--- config.mk ---
export PLATFORM = sky130hd
export DESIGN_NAME = weight_feeder
export DESIGN_NICKNAME = d
export VERILOG_FILES = /design/src/rtl/weight_feeder.sv
export SDC_FILE = /design/constraint.sdc
export NUM_CORES = 1
export LEC_CHECK = 0
export BUFFER_PORTS_ARGS = -buffer_cell sky130_fd_sc_hd__buf_2
export CAP_MARGIN = 20
export CORE_MARGIN = 1.5
export CORE_UTILIZATION = 45
export CTS_CLUSTER_SIZE = 20
export DETAILED_ROUTE_END_ITERATION = 8
export HOLD_SLACK_MARGIN = 0.08
export PLACE_DENSITY = 0.88
export RECOVER_POWER = 100
export SLEW_MARGIN = 20
export SYNTH_ARGS = -nofsm -noshare
export SYNTH_HDL_FRONTEND = slang
export SYNTH_SLANG_ARGS = --single-unit
--- constraint.sdc ---
create_clock -name clk -period 6.7 [get_ports clk]
set_input_delay 1.34 -clock clk [delete_from_list [all_inputs] [get_ports clk]]
set_output_delay 1.34 -clock clk [all_outputs]
set_load 0.03 [all_outputs]
--- src/rtl/weight_feeder.sv ---
// rtl/weight_feeder.sv - weight tile loader for the top row of the systolic array
//
// Purpose: reads one weight row per cycle from the weight buffer (last row
// first, row 0 last) and shifts it into the top PE row with wwrite, then waits
// for wwrite to ripple down the array before pulsing done.
//
// Ports:
//   clk, reset       clock, asynchronous active-high reset
//   start, base_addr tile request and buffer address of tile row 0 (IDLE only)
//   num_rows         rows actually read (only with WFEED_PARTIAL_TILE_EN)
//   busy, done       transfer in progress / one-cycle completion pulse
//   mem_rd_en        weight buffer read strobe
//   mem_addr         weight buffer read address
//   mem_rdata        read data, one cycle after mem_rd_en
//   win_bus          per-column weight to the top PE row
//   wwrite_bus       per-column weight write strobe (all bits equal)
//
// Optional feature macro: WFEED_PARTIAL_TILE_EN (partial tiles; missing rows
// are shifted in as zero weights without a buffer read).
module weight_feeder #(
  parameter int WIDTH      = 8,
  parameter int ARRAY_SIZE = 16,
  parameter int ADDR_W     = 8
) (
  input  logic                          clk,
  input  logic                          reset,
  input  logic                          start,
  input  logic [ADDR_W-1:0]             base_addr,
`ifdef WFEED_PARTIAL_TILE_EN
  input  logic [$clog2(ARRAY_SIZE+1)-1:0] num_rows,
`endif
  output logic                          busy,
  output logic                          done,
  output logic                          mem_rd_en,
  output logic [ADDR_W-1:0]             mem_addr,
  input  logic [WIDTH*ARRAY_SIZE-1:0]   mem_rdata,
  output logic [WIDTH*ARRAY_SIZE-1:0]   win_bus,
  output logic [ARRAY_SIZE-1:0]         wwrite_bus
);

  localparam int CW = $clog2(ARRAY_SIZE + 2);
  localparam int RW = $clog2(ARRAY_SIZE + 1);

  typedef enum logic [1:0] {IDLE, FETCH, DRAIN, DONE} state_t;

  state_t                        state_q, state_d;
  logic [CW-1:0]                 cnt_q, cnt_d;
  logic [ADDR_W-1:0]             base_q, base_d;
  logic                          busy_q, busy_d;
  logic                          done_q, done_d;
  logic                          rd_en_q, rd_en_d;
  logic [ADDR_W-1:0]             addr_q, addr_d;
  // slot: a row is being shifted this pass (read or zero-filled)
  logic                          slot_q, slot_d;
  // stage-1 copies: data for these flags is on mem_rdata this cycle
  logic                          slot1_q, rd1_q;
  logic [WIDTH*ARRAY_SIZE-1:0]   win_q, win_d;
  logic [ARRAY_SIZE-1:0]         wwrite_q, wwrite_d;

  logic                          issue;
  logic [CW-1:0]                 next_k;
  logic [CW-1:0]                 row_idx;
  logic [ADDR_W-1:0]             cur_base;
  logic [RW-1:0]                 cur_rows;

`ifdef WFEED_PARTIAL_TILE_EN
  logic [RW-1:0]                 nrows_q, nrows_d;
  logic [RW-1:0]                 rows_clamped;
  assign rows_clamped = (32'(num_rows) > ARRAY_SIZE) ? RW'(ARRAY_SIZE) : num_rows;
`endif

  always_comb begin
    state_d  = state_q;
    cnt_d    = cnt_q;
    base_d   = base_q;
    busy_d   = busy_q;
    done_d   = 1'b0;
    addr_d   = addr_q;
    issue    = 1'b0;
    next_k   = '0;
    cur_base = base_q;
`ifdef WFEED_PARTIAL_TILE_EN
    nrows_d  = nrows_q;
    cur_rows = nrows_q;
`else
    cur_rows = RW'(ARRAY_SIZE);
`endif

    case (state_q)
      IDLE: begin
        if (start) begin
          state_d  = FETCH;
          busy_d   = 1'b1;
          cnt_d    = '0;
          base_d   = base_addr;
          cur_base = base_addr;
`ifdef WFEED_PARTIAL_TILE_EN
          nrows_d  = rows_clamped;
          cur_rows = rows_clamped;
`endif
          issue    = 1'b1;
          next_k   = '0;
        end
      end
      FETCH: begin
        if (cnt_q == CW'(ARRAY_SIZE - 1)) begin
          state_d = DRAIN;
          cnt_d   = '0;
        end else begin
          cnt_d  = cnt_q + 1'b1;
          issue  = 1'b1;
          next_k = cnt_q + 1'b1;
        end
      end
      DRAIN: begin
        // ARRAY_SIZE+2 cycles: pipeline tail plus one cycle per PE row
        if (cnt_q == CW'(ARRAY_SIZE + 1)) begin
          state_d = DONE;
          cnt_d   = '0;
          done_d  = 1'b1;
        end else begin
          cnt_d = cnt_q + 1'b1;
        end
      end
      DONE: begin
        state_d = IDLE;
        busy_d  = 1'b0;
      end
      default: state_d = IDLE;
    endcase

    // Outputs are registered, so the row chosen here is the one presented
    // in the next cycle: row ARRAY_SIZE-1-k for fetch slot k.
    row_idx = CW'(ARRAY_SIZE - 1) - next_k;
    slot_d  = issue;
    rd_en_d = issue && (row_idx < CW'(cur_rows));
    if (rd_en_d) begin
      addr_d = cur_base + ADDR_W'(row_idx);
    end

    win_d    = rd1_q ? mem_rdata : '0;
    wwrite_d = slot1_q ? '1 : '0;
  end

  always_ff @(posedge clk or posedge reset) begin
    if (reset) begin
      state_q  <= IDLE;
      cnt_q    <= '0;
      base_q   <= '0;
      busy_q   <= 1'b0;
      done_q   <= 1'b0;
      rd_en_q  <= 1'b0;
      addr_q   <= '0;
      slot_q   <= 1'b0;
      slot1_q  <= 1'b0;
      rd1_q    <= 1'b0;
      win_q    <= '0;
      wwrite_q <= '0;
`ifdef WFEED_PARTIAL_TILE_EN
      nrows_q  <= '0;
`endif
    end else begin
      state_q  <= state_d;
      cnt_q    <= cnt_d;
      base_q   <= base_d;
      busy_q   <= busy_d;
      done_q   <= done_d;
      rd_en_q  <= rd_en_d;
      addr_q   <= addr_d;
      slot_q   <= slot_d;
      slot1_q  <= slot_q;
      rd1_q    <= rd_en_q;
      win_q    <= win_d;
      wwrite_q <= wwrite_d;
`ifdef WFEED_PARTIAL_TILE_EN
      nrows_q  <= nrows_d;
`endif
    end
  end

  assign busy       = busy_q;
  assign done       = done_q;
  assign mem_rd_en  = rd_en_q;
  assign mem_addr   = addr_q;
  assign win_bus    = win_q;
  assign wwrite_bus = wwrite_q;

endmodule

==> flow_metrics.py, run 1 <==
metrics = {
    "routing": {
        "ant_nets": 0,
        "wl_um": 14100,
        "dr.pass1.iters": 4,
        "route.vias.total": 4056,
        "drtIter0Drc": 188,
        "routedWlPerCell_um": 15.6,
        "post-route-drc-count": 0,
        "via_per_inst": 4.48,
    },
    "clock_network": {
        "tritoncts": "built",
        "cts_buffer_depth": 2,
        "clk_pin_slew_worst_paths_ns": 0.06,
        "cts_resized": 0,
        "cts_buffers": 17,
        "cts-root-buf": "clkbuf_16",
        "cts_sinks": 158,
        "post-cts-setup-buffer-count": 0,
        "cts_hold_repair.buffers": 0,
        "clk_latency_ns": 0.42,
        "cts.htree.levels": 4,
    },
    "timing": {
        "period_minus_slack_ns": 4.13,
        "tns_ns": 0,
        "hold_violations": 0,
        "worstMarginPinSlew_ns": 3.76,
        "setup_violations": 0,
        "clock_skew_ns": 0.00693,
        "fin_crit_sh_pct": 61.6,
        "maxSlewViolCount": 197,
        "hold_slack_ns": 0.349,
        "slew_headroom_pct": -152,
        "rsz0062_at_grt": "no",
        "fmax_mhz": 242,
        "setup_ws_ns": 2.57,
    },
    "floorplanning": {
        "die_x_um": 116,
        "die-area_um2": 13500,
        "row_count": 41,
        "io-pin-count": 294,
        "start_util_pct": 45.9,
        "core_um2": 12600,
        "die_h_um": 116,
    },
    "setup_path": {
        "crit_type": "in -> async",
        "cp-end-kind": "async pin",
        "worstPathRequired_ns": 7.14,
        "cp_cell_sequence": "buf_2 > clkinvlp_2 > buf_4",
        "crit_arrival_ns": 4.56,
        "worstSetupStartpointType": "input pin",
        "slowest_delay_ns": 2.09,
        "critPathSlowestCell": "clkinvlp_2",
        "cp_max_fo": 90,
    },
    "yosys": {
        "synth.distinct_cells": 40,
        "synth_top_cells_by_area": "dfrtp_1 68%, and2_1 14%, ha_1 3.0%",
        "synth_warnings": 0,
        "synth_cells": 437,
        "synth_top_area_share_pct": 68.5,
        "synth_edf_count": 0,
        "synth_common_cells": "158 x dfrtp_1, 129 x and2_1, 21 x nand2_1",
        "syn_area_um2": 5770,
        "ys_dominant_reg_cell": "dfrtp_1",
        "synth-seq-cells": 158,
        "synth-async-reset-ratio_pct": 100,
        "yosys.area.top_type": "dfrtp_1",
        "synth.most_common_cell": "dfrtp_1",
        "synth_seq_area_share_pct": 68.5,
        "synth_nets": 591,
        "syn_avg_cell_area_um2": 13.2,
    },
    "placed_design": {
        "place_ws_ns": 3.15,
        "gp_congestion": 0.842,
        "hpwl_um": 10300,
        "port_buffers": 293,
    },
    "run_status": {
        "violations": "max-capacitance violations, max-slew violations",
        "status": "finished with violations",
    },
    "global_routing": {
        "grt_max_degree": 106,
        "grt.total_usage_pct": 20.2,
        "antenna_found_initial": 0,
        "grt_pass1_vias": 3990,
        "grt-ovfl-total": 0,
        "grt_pass1_wl_um": 20100,
    },
    "cells_and_area": {
        "final_nets": 874,
        "area_growth_pct": 32.3,
        "n_antenna_cell": 0,
        "utilization_pct": 60.8,
        "num-fill-cells": 1080,
        "drive_gt1_share_pct": 23.7,
        "ff_latch_area_um2": 3950,
        "multi_input_area_um2": 1580,
    },
    "run": {
        "max_cap_violations": 2,
    },
    "power_and_ir_drop": {
        "totalPowerFinal_mw": 3.70,
        "p_leak_nw": 3.77,
        "powerDensity_nw_per_um2": 485,
        "peakVddDrop_v": 0.000279,
    },
    "hold_path": {
        "hold_path_class": "reg -> reg",
    },
}
## worst paths after layout
kind	from	end	slack, ns	depth (start not counted)
hold / removal	slot1_q	wwrite_bus[14]	0.35	0
max in group clk	rd1_q	win_bus[50]	3.22	2
hold reg to reg	slot1_q	wwrite_bus[14]	0.35	0
min in group asynchronous	reset	win_bus[119]	2.03	2
setup / recovery	reset	mem_addr[7]	2.57	3
setup reg to reg	rd1_q	win_bus[50]	3.22	2
## flip-flops by register name, indices dropped and copies added (netlist names), 2 cells and up
register / cells
win_bus: 128
base_q: 8
cnt_q: 5
state_q: 2
mem_addr: 8
## final cells by class
cell class	instances	share of cell area [%]
Sequential cell	158	51.8
Multi-Input combinational cell	235	20.7
Timing Repair Buffer	295	16.8
Clock buffer	19	5.93
Tap cell	172	2.82
Clock inverter	13	1.33
Inverter	13	0.655
## where the power goes
group | total (mW) | internal [mW] | switching, mW
logic | 1.46 | 0.396 | 1.06
clock network | 0.892 | 0.500 | 0.392
registers | 1.35 | 1.23 | 0.122
## cell usage in the layout (no fill, tap or decap), types with 8 or more instances in the layout
cell type / netlist / routed
and2_0: 0 / 81
and2_1: 129 / 48
buf_2: 0 / 137
clkbuf_1: 14 / 157
clkbuf_16: 0 / 17
dfrtp_1: 158 / 158
ha_1: 14 / 14
inv_1: 12 / 11
nand2_1: 21 / 22
o21ai_0: 8 / 8
## stage by stage
step                std cells  cell area (µm²)
global placement          873             7290
finish                    905             7640
global route              905             7640
CTS                       905             7850
detailed placement        873             7290
floorplan                 437             5770
## cell families (layout without fill, tap and decap cells)
group / Yosys count / after routing / synth area share (%)
and+or+nand+nor: 174 / 174 / 17.8
DFF: 158 / 158 / 68.5
buffers and inverters: 44 / 340 / 4.03
AOI/OAI and AO/OA: 30 / 30 / 3.45
adders and majority gates: 15 / 15 / 3.38
muxes: 12 / 12 / 2.28
xor gates and xnor gates: 4 / 4 / 0.607
## critical path: cells and delay by family
kind | cells | cell delay, ns
buffers and inverters | 3 | 3.12
## routing by layer
layer	up-vias	wire, µm	GRT usage (%)
met5	-	0	0
met4	0	441	11.1
met3	29	971	6.02
met2	152	7400	36.3
met1	1943	5280	21.3
li1	1932	-	-
(Power assumes the default switching activity.)
==> inputs of run 2 (changes only) <==
--- a/config.mk
+++ b/config.mk
@@ -8,11 +8,11 @@
 export BUFFER_PORTS_ARGS = -buffer_cell sky130_fd_sc_hd__buf_2
 export CAP_MARGIN = 20
 export CORE_MARGIN = 1.5
-export CORE_UTILIZATION = 45
+export CORE_UTILIZATION = 41
 export CTS_CLUSTER_SIZE = 20
 export DETAILED_ROUTE_END_ITERATION = 8
 export HOLD_SLACK_MARGIN = 0.08
-export PLACE_DENSITY = 0.88
+export PLACE_DENSITY = 0.85
 export RECOVER_POWER = 100
 export SLEW_MARGIN = 20
 export SYNTH_ARGS = -nofsm -noshare
==> constraint.sdc (replaced) <==
create_clock -name clk -period 3.67 [get_ports clk]
set_input_delay 0.734 -clock clk [delete_from_list [all_inputs] [get_ports clk]]
set_output_delay 0.734 -clock clk [all_outputs]
set_load 0.03 [all_outputs]
==> run 2 against run 1 <==
  * The run still ends with max-capacitance violations, max-slew violations left
  * Sequential share of layout area decreased by 0.30 points
  * Via count rose by 0.54%
  * Setup slack worse by 1.9 ns
  * Non-clock buffer count rose by 2
  * Critical path depth rose by 7
  * Hold slack barely moved
  * Final area rose by 0.57%
  * Sequential cell count did not move
  * Count of clock-buffer cells in the layout shrank 1
  * First-iteration DRC count increased by 20%
  * Clock skew is 0.00074 ns higher
  * Critical path type is now reg -> reg
  * Highest routed layer is now met5
==> flow_metrics.py, run 2 (same netlist as run 1, synthesis figures left out) <==
metrics = {
    "routing": {
        "post-route-drc-count": 0,
        "dr.pass1.iters": 4,
        "wl_um": 14700,
        "drtIter0Drc": 226,
        "dr_wl_met2_um": 7670,
        "top_layer": "met5",
        "wl_met3_um": 1010,
        "met1_length_um": 5670,
        "via_per_inst": 4.46,
        "ant_nets": 0,
        "route.vias.total": 4078,
        "routedWlPerCell_um": 16.1,
    },
    "setup_path": {
        "critPathSlowestCell": "fa_1",
        "rr_worst_depth": 10,
        "worstReg2RegEnd": "mem_addr[6]",
        "worst-path-stages": 10,
        "worstSetupStartpointType": "flop",
        "crit_arrival_ns": 3.33,
        "reg2reg_from": "state_q[1]",
        "slowest_delay_ns": 0.45,
        "cp_max_fo": 11,
        "critical-path-top-delay-family": "adder cells",
        "cp_cell_sequence": "inv_1 > ha_1 > nand2_1 > mux2_1 > ha_1 > fa_1 > a211o_1 > a21oi_1 > or4_1 > nand3_1",
        "crit_type": "reg -> reg",
        "path_buf_inv": 1,
        "cp-end-kind": "flop",
        "startpoint": "state_q[1]",
        "cp_common_cell": "ha_1",
        "endpoint": "mem_addr[6]",
        "reg2reg_slack_ns": 0.62,
        "worstPathRequired_ns": 3.95,
    },
    "floorplanning": {
        "die_x_um": 122,
        "die-area_um2": 14800,
        "core_um2": 13800,
        "row_count": 43,
        "die_h_um": 122,
        "io-pin-count": 294,
        "start_util_pct": 41.8,
    },
    "power_and_ir_drop": {
        "powerDensity_nw_per_um2": 886,
        "peakVddDrop_v": 0.000341,
        "p_leak_nw": 3.79,
        "totalPowerFinal_mw": 6.80,
    },
    "clock_network": {
        "clk_latency_ns": 0.42,
        "clk_pin_slew_worst_paths_ns": 0.06,
        "cts_sinks": 158,
        "cts_buffers": 17,
        "cts-root-buf": "clkbuf_16",
        "post-cts-setup-buffer-count": 0,
        "cts_hold_repair.buffers": 0,
        "tritoncts": "built",
        "cts.htree.levels": 4,
        "cts_buffer_depth": 2,
        "cts_resized": 0,
    },
    "global_routing": {
        "grt.total_usage_pct": 19.7,
        "grt_pass1_vias": 4073,
        "grt-ovfl-total": 0,
        "grt_pass1_wl_um": 21400,
        "grt_max_degree": 88,
        "antenna_found_initial": 1,
    },
    "cells_and_area": {
        "n_antenna_cell": 0,
        "final_cell_mix": "158 x dfrtp_1, 157 x clkbuf_1, 138 x buf_2, 83 x and2_0, 46 x and2_1",
        "area_growth_pct": 33.0,
        "largest_reg_flops": 128,
        "final_nets": 876,
        "num-fill-cells": 1250,
        "drive_gt1_share_pct": 23.8,
        "layout_commonest_cell": "dfrtp_1",
    },
    "timing": {
        "fmax_mhz": 328,
        "clock_skew_ns": 0.00766,
        "rsz0062_at_grt": "no",
        "slew_headroom_pct": -37.7,
        "period_minus_slack_ns": 3.05,
        "maxSlewViolCount": 88,
        "hold_violations": 0,
        "setup_violations": 0,
        "worstMarginPinSlew_ns": 2.07,
        "tns_ns": 0,
        "fin_crit_sh_pct": 83.0,
    },
    "placed_design": {
        "gp_congestion": 0.776,
        "hpwl_um": 11000,
        "port_buffers": 293,
    },
    "run_status": {
        "status": "finished with violations",
        "violations": "max-capacitance violations, max-slew violations",
    },
    "hold_path": {
        "hold_path_class": "reg -> reg",
    },
    "run": {
        "max_cap_violations": 1,
    },
}
-- run 2: cell count changes in the layout (fill, tap and decap cells not counted), moves of 2 or more --
cell,delta
and2_0,+2
clkinv_4,+3
clkinvlp_4,-2
and2_1,-2
-- run 2: stage by stage --
stage                     instances  setup slack [ns]  cell area (µm²)  hold WS [ns]  util (%)
after floorplan                 437             0.935             5780         0.331         -
after global placement          883             0.770             7330         0.337      53.0
after detailed placement        883             0.684             7330         0.337      53.0
after CTS                       915             0.738             7890         0.351      57.1
after global routing            915             0.417             7680         0.369      55.5
final                           915             0.623             7680         0.349      55.5
-- run 2: worst min-delay path by stage --
stage / cells past startpoint / startpoint / slack (ns) / endpoint
after floorplan: 0 / slot_q / 0.33 / slot1_q
after global placement: 0 / slot_q / 0.34 / slot1_q
after detailed placement: 0 / slot_q / 0.34 / slot1_q
after CTS: 0 / slot_q / 0.35 / slot1_q
after global routing: 0 / slot_q / 0.37 / slot1_q
final: 0 / slot_q / 0.35 / slot1_q
-- run 2: power by group --
group          leakage (nW)  switching [mW]  total [mW]  internal [mW]
combinational          1.44            1.90        2.62          0.715
sequential             2.07           0.289        2.53           2.24
clock                 0.279           0.752        1.66          0.909
total                  3.79            2.94        6.80           3.86
-- run 2: routing by layer --
metal | global-route usage (%) | vias up
li1 | - | 1944
met1 | 22.3 | 1956
met2 | 33.9 | 152
met3 | 6.74 | 24
met4 | 8.24 | 2
met5 | 0 | -
-- run 2: area by class of cell --
class / count / area, µm² / area share [%]
Clock buffer: 18 / 439 / 5.72
Sequential cell: 158 / 3950 / 51.5
Clock inverter: 14 / 126 / 1.65
Multi-Input combinational cell: 235 / 1580 / 20.6
Tap cell: 180 / 225 / 2.93
Inverter: 13 / 50.0 / 0.652
Timing Repair Buffer: 297 / 1310 / 17.0
